$ cat src/rtl/bcd_updown_counter.sv
// BCD up/down counter with parallel load, synchronous clear and wrap or saturate at the
// range limits. Each digit is stepped by its own 4-bit logic and enabled by a ripple chain
// of "all lower digits are 9" (up) or "all lower digits are 0" (down), so no binary adder
// ever spans a digit boundary and the count can never hold a non-BCD digit.
module bcd_updown_counter #(
    parameter int unsigned DIGITS = 5,
    parameter bit          WRAP   = 1'b1
) (
    input  logic                  clk,
    input  logic                  reset_n,
    input  logic                  clear,
    input  logic                  load,
    input  logic [4*DIGITS-1:0]   load_value,
    input  logic                  en,
    input  logic                  up,
    output logic [4*DIGITS-1:0]   value,
    output logic                  tc,
    output logic                  carry,
    output logic                  load_err
);

    localparam int unsigned W = 4 * DIGITS;

    logic [W-1:0]      value_q, value_d;
    logic              carry_q, carry_d;
    logic              load_err_q, load_err_d;

    // Per-digit status and candidate next values for both directions.
    logic [DIGITS-1:0] dig_nine;
    logic [DIGITS-1:0] dig_zero;
    logic [DIGITS-1:0] dig_bad;
    logic [DIGITS:0]   chain_up;
    logic [DIGITS:0]   chain_dn;
    logic [W-1:0]      cnt_up;
    logic [W-1:0]      cnt_dn;

    logic              at_top;
    logic              at_bot;
    logic              load_ok;

    // Digit 0 always steps; higher digits step only when every lower digit is at its limit.
    assign chain_up[0] = 1'b1;
    assign chain_dn[0] = 1'b1;

    for (genvar g = 0; g < DIGITS; g++) begin : g_digit
        logic [3:0] d_cur;
        logic [3:0] d_inc;
        logic [3:0] d_dec;
        logic [3:0] d_ld;

        assign d_cur = value_q[4*g +: 4];
        assign d_ld  = load_value[4*g +: 4];

        assign dig_nine[g] = (d_cur == 4'd9);
        assign dig_zero[g] = (d_cur == 4'd0);
        assign dig_bad[g]  = (d_ld > 4'd9);

        assign chain_up[g+1] = chain_up[g] & dig_nine[g];
        assign chain_dn[g+1] = chain_dn[g] & dig_zero[g];

        // Decade step: 9 rolls to 0 going up, 0 rolls to 9 going down.
        assign d_inc = dig_nine[g] ? 4'd0 : (d_cur + 4'd1);
        assign d_dec = dig_zero[g] ? 4'd9 : (d_cur - 4'd1);

        assign cnt_up[4*g +: 4] = chain_up[g] ? d_inc : d_cur;
        assign cnt_dn[4*g +: 4] = chain_dn[g] ? d_dec : d_cur;
    end

    // The chain carry out of the top digit is exactly "every digit at its limit".
    assign at_top  = chain_up[DIGITS];
    assign at_bot  = chain_dn[DIGITS];
    assign load_ok = ~|dig_bad;

    // Terminal count is deliberately not gated by en so stages can cascade as en & tc.
    assign tc = up ? at_top : at_bot;

    // Next-state selection with priority clear > load > count.
    always_comb begin
        value_d    = value_q;
        carry_d    = 1'b0;
        load_err_d = 1'b0;
        if (clear) begin
            value_d = '0;
        end else if (load) begin
            if (load_ok) begin
                value_d = load_value;
            end else begin
                load_err_d = 1'b1;
            end
        end else if (en) begin
            if (up) begin
                carry_d = at_top;
                // Per-digit rollover already yields 0 at the top; saturation just holds.
                if (!at_top || WRAP) begin
                    value_d = cnt_up;
                end
            end else begin
                carry_d = at_bot;
                // Per-digit rollover already yields all 9s at the bottom.
                if (!at_bot || WRAP) begin
                    value_d = cnt_dn;
                end
            end
        end
    end

    // State and registered status pulses, cleared asynchronously.
    always_ff @(posedge clk or negedge reset_n) begin
        if (!reset_n) begin
            value_q    <= '0;
            carry_q    <= 1'b0;
            load_err_q <= 1'b0;
        end else begin
            value_q    <= value_d;
            carry_q    <= carry_d;
            load_err_q <= load_err_d;
        end
    end

    assign value    = value_q;
    assign carry    = carry_q;
    assign load_err = load_err_q;

endmodule
$ cat config.mk
export PLATFORM = sky130hd
export DESIGN_NAME = bcd_updown_counter
export DESIGN_NICKNAME = d
export VERILOG_FILES = /design/src/rtl/bcd_updown_counter.sv
export SDC_FILE = /design/constraint.sdc
export NUM_CORES = 1
export LEC_CHECK = 0
export ABC_AREA = 1
export BUFFER_PORTS_ARGS = -buffer_cell sky130_fd_sc_hd__buf_2
export CORE_MARGIN = 2
export CORE_UTILIZATION = 54
export DETAILED_ROUTE_END_ITERATION = 8
export GPL_TIMING_DRIVEN = 0
export PLACE_DENSITY = 0.88
export SYNTH_ARGS = -nofsm -noshare
export SYNTH_HDL_FRONTEND = slang
export SYNTH_SLANG_ARGS = --single-unit
$ cat constraint.sdc
create_clock -name clk -period 5.09 [get_ports clk]
set_input_delay 1.018 -clock clk [delete_from_list [all_inputs] [get_ports clk]]
set_output_delay 1.018 -clock clk [all_outputs]
set_load 0.01 [all_outputs]
### Yosys cells after proc, flatten, opt, wreduce, memory -nomap -nowiden

Cells that the tools add are included.

* register bits after elaboration: 22
* latch bits: 0
* memory bits (writable): 0
* bits in read-only memories: 0
* output and inout port bits: 23
* logic and storage cells: 86
* memories kept: 0

* add/subtract/negate cells: 10
* $mul: 0
* div/mod/pow operators: 0
* $lt $le $gt $ge: 5
* equal/unequal tests: 10
* shift-type cells: 0
* mux-type cells: 30
* bitwise operators: 8
* reduce and logical (&&, ||, !) cells: 16

Operators by type and width (count)
* $mux W20: 5
* $mux W4: 18
* $add A4 B1 Y4 const B: 5
* $eq A4 B4 Y1 const B: 5
* $gt A4 B4 Y1 const B: 5
* $logic_not A4 Y1: 5
* $sub A4 B1 Y4 const B: 5
* $ne A4 B3 Y1 const B: 4
* $reduce_and A4 Y1: 4
* $reduce_bool A4 Y1: 4
* $and A1 B1 Y1: 8
* $mux W1: 7
* $reduce_or A5 Y1: 1
* $ne A3 B3 Y1 const B: 1
* $reduce_bool A3 Y1: 1
* $reduce_and A2 Y1: 1

### Depth between registers and ports, before layout

* word-level depth: 9
* depth in mapped cells: 10
* mapped depth without buffers: 10

### Worst setup path before layout

OpenSTA, ideal clock, no wires.

* path type: input port to output port
* from: input up
* to: output tc
* arrival: 1.592 ns
* required time: 4.072 ns
* path slack: 2.480 ns
* stages: 4
* path buffers: 0
* path through: nor2_2 -> nand4_1 -> or2_1 -> nand2_1

* word-level cells in the longest chain between the ends: 1

RTL lines
* from (decl): line 15 `input logic up,`
* $mux W1: line 75 `assign tc = up ? at_top : at_bot;`
* to (decl): line 17 `output logic tc,`

Every way passes these cells.

### Final worst setup path

* from: register value_q[8], in the netlist value[8]
* to: output tc

* word-level cells in the longest chain between the ends: 5

RTL lines
* from (decl): line 24 `logic [W-1:0] value_q, value_d;`
* from (signal assigned): line 114 `value_q <= value_d;`
* $eq A4 B4 Y1 or $logic_not A4 Y1 (tied branches): line 54, 55
* $and A1 B1 Y1 (on tied branches) (3 in series): line 58, 59
* $mux W1 (*): line 75

Mark *: on every way between the ends. The rest lies on a longest branch, timed or not.

==> reports/qor.txt <==
status: finished, final reports clean
Mapped Cells: 341
DR WL/cell: 12.4 um
Worst EP required: 4.07 ns
share of layout cells above drive strength 1: 27.2%
Crit Path Class: flip-flop to output port
post-synth net total: 370
worst min-delay path class: flip-flop to flip-flop
Rows: 22
synth top area cells: dfrtp_1 (26%), nand2_1 (22%), nand3_1 (9.7%), inv_1 (3.9%), o21ai_0 (3.8%)
library cells used by synthesis: 34
count leader, synth: nand2_1
first-pass GRT wire length: 8920 um
Slew HR: 64.0%
CTS sink cnt: 22
fill count: 350
die width: 66.7 um
Synth Area per Inst: 6.23 sq um
Synth async-reset ratio: 100%
fin nets: 423
# IOs: 49
number of vias per cell: 5.34
Least-Margin Pin Slew: 0.540 ns
max cap viols: 0
IR drop worst, VDD: 0.122 mV
hold_ws: 0.599 ns
Worst Setup End Kind: output port
Clock Tree Buf Depth: 2
antenna-violating nets left: 0
Remaining Overflow, GRT: 0
total setup buffers inserted after CTS: 0
htree depth: 1
Clock Tree Root: clkbuf_8
ys flop type: dfrtp_1
Hold Path Stages: 2
CP max FO: 7
Die H: 66.7 um
ANT cells: 0
reg-to-reg startpoint: value[8]
area grow syn2layout: 16.7%
CTS Buf Count: 3
Placer Congestion: 0.920
Fmax: 336 MHz
initial core utilization: 57.1%
Clock transition at path regs: 0.08 ns
via count: 2354
R2R cell count: 9
Resize count post-CTS: 0
Total Wirelength: 5480 um
Final period util: 58.5%
Skew-Pair Late Insertion Delay: 0.27 ns
core box area: 3720 sq um
hold_buf cts: 0
antenna violations before repair: 0
Hold Path End: value[5]
hold wc startpoint: value[5]
largest net degree at the start of global routing: 23
crit path DAT: 1.96 ns
final hold vios: 0
Ys Warns: 0
Final Skew: 0.00270 ns
TNS Setup: 0 ns
all-layer global routing usage: 25.8%
max-slew violations: 0
share of the synthesized area in the top cell type: 25.9%
IO buf count: 48
Yosys reg bits: 22
leakage: 1.39 nW
CTS tree: built
FF-to-FF setup slack: 3.34 ns
Crit Reg-Reg Endpoint: value[14]
number of global-route vias before repair: 2015
PwrDens: 267 nW/um^2
CP startpoint kind: flip-flop
Initial DRC Count: 159
DR DRC count: 0
minimum clock period: 2.98 ns
Yosys top cell by area: dfrtp_1
commonest cells in the netlist: nand2_1 (127), nand3_1 (41), dfrtp_1 (22), inv_1 (22)
number of enable flip-flop cells after synthesis: 0
detailed placer's ending HPWL: 4190 um
setup violators final: 0
Synth Cell Area: 2120 sq um
DR pass1 iterations: 5
RSZ-0062 raised after global routing: false
Die ar.: 4450 sq um
sequential fraction of the synthesis area: 25.9%
-- metrics by stage --
| stage | utilization, % | power [mW] | cell area (sq um) | cells | setup WS, ns |
|---|---|---|---|---|---|
| 3_3_place_gp | 65.2 | 0.520 | 2420 | 437 | 2.18 |
| 3_5_place_dp | 65.2 | 0.528 | 2420 | 437 | 2.16 |
| 4_1_cts | 66.7 | 0.657 | 2480 | 441 | 2.09 |
| 5_1_grt | 66.7 | 0.707 | 2480 | 441 | 1.94 |
| 6_report | 66.7 | 0.661 | 2480 | 441 | 2.11 |
| 2_1_floorplan | - | 0.444 | 2120 | 341 | 2.48 |
-- worst max path at each step --
stage,start,end,slack [ns],depth (start not counted)
6_report,value[8],tc,2.11,8
5_1_grt,value[9],tc,1.94,8
4_1_cts,value[8],tc,2.09,8
3_5_place_dp,up,tc,2.16,6
3_3_place_gp,up,tc,2.18,8
2_1_floorplan,up,tc,2.48,4
-- logic make-up after synthesis --
logic type / after synthesis / share of synthesized area (%)
buffers and inverters: 48 / 10.2
DFF: 22 / 25.9
xor gates and xnor gates: 3 / 1.24
adders and majority gates: 3 / 1.77
AOI/OAI and AO/OA: 43 / 11.1
and+or+nand+nor: 222 / 49.7
-- routing by layer --
metal / up-vias / wire, um / GRT usage [%]
li1: 1205 / - / -
met1: 1065 / 2500 / 34.1
met2: 73 / 2610 / 44.4
met3: 11 / 270 / 1.52
met4: 0 / 102 / 9.44
met5: - / 0 / 0
-- critical path: stages (launching register included) --
cell     delay (ns)
dfrtp_1        0.45
inv_1          0.15
ha_1           0.21
inv_1          0.08
nor3_4         0.18
nand4_1        0.17
or2_1          0.27
nand2_1        0.07
buf_2          0.12
-- where the power goes --
| group | internal [mW] | total (mW) | switching (mW) | leakage, nW |
|---|---|---|---|---|
| combinational | 0.109 | 0.290 | 0.181 | 1.07 |
| sequential | 0.198 | 0.239 | 0.0408 | 0.288 |
| clock | 0.0692 | 0.131 | 0.0621 | 0.0288 |
-- layout by cell type (no fill, tap or decap), types with 2 or more instances in the layout --
master and instances:
dfrtp_1 22, o21ai_0 16, nand4_1 8, inv_2 14, inv_1 22, buf_2 53
o211ai_1 2, nand2_1 127, xor2_1 2, buf_4 2, clkbuf_8 4, o21ai_2 2
nor2_2 9, nor2_1 16, nand3_1 41, nor2_4 4, a21oi_1 6, nand3_2 3
or2_2 2, nand2_2 5, ha_1 3, a22oi_1 2, o21ai_1 14, buf_6 3
-- final cells by class --
type	count	area (sq um)	area share, %
tap	48	60.1	2.42
buffer	11	77.6	3.13
timing repair buffer	48	240	9.69
sequential	22	551	22.2
inverter	37	139	5.60
multi-input combinational	271	1360	54.7
clock buffer	4	55.1	2.22
-- sequential cells by signal, indices dropped and copies added (netlist names) --
| signal | count |
|---|---|
| carry | 1 |
| load_err | 1 |
| value | 20 |
Power figures use the tool's default switching activity.
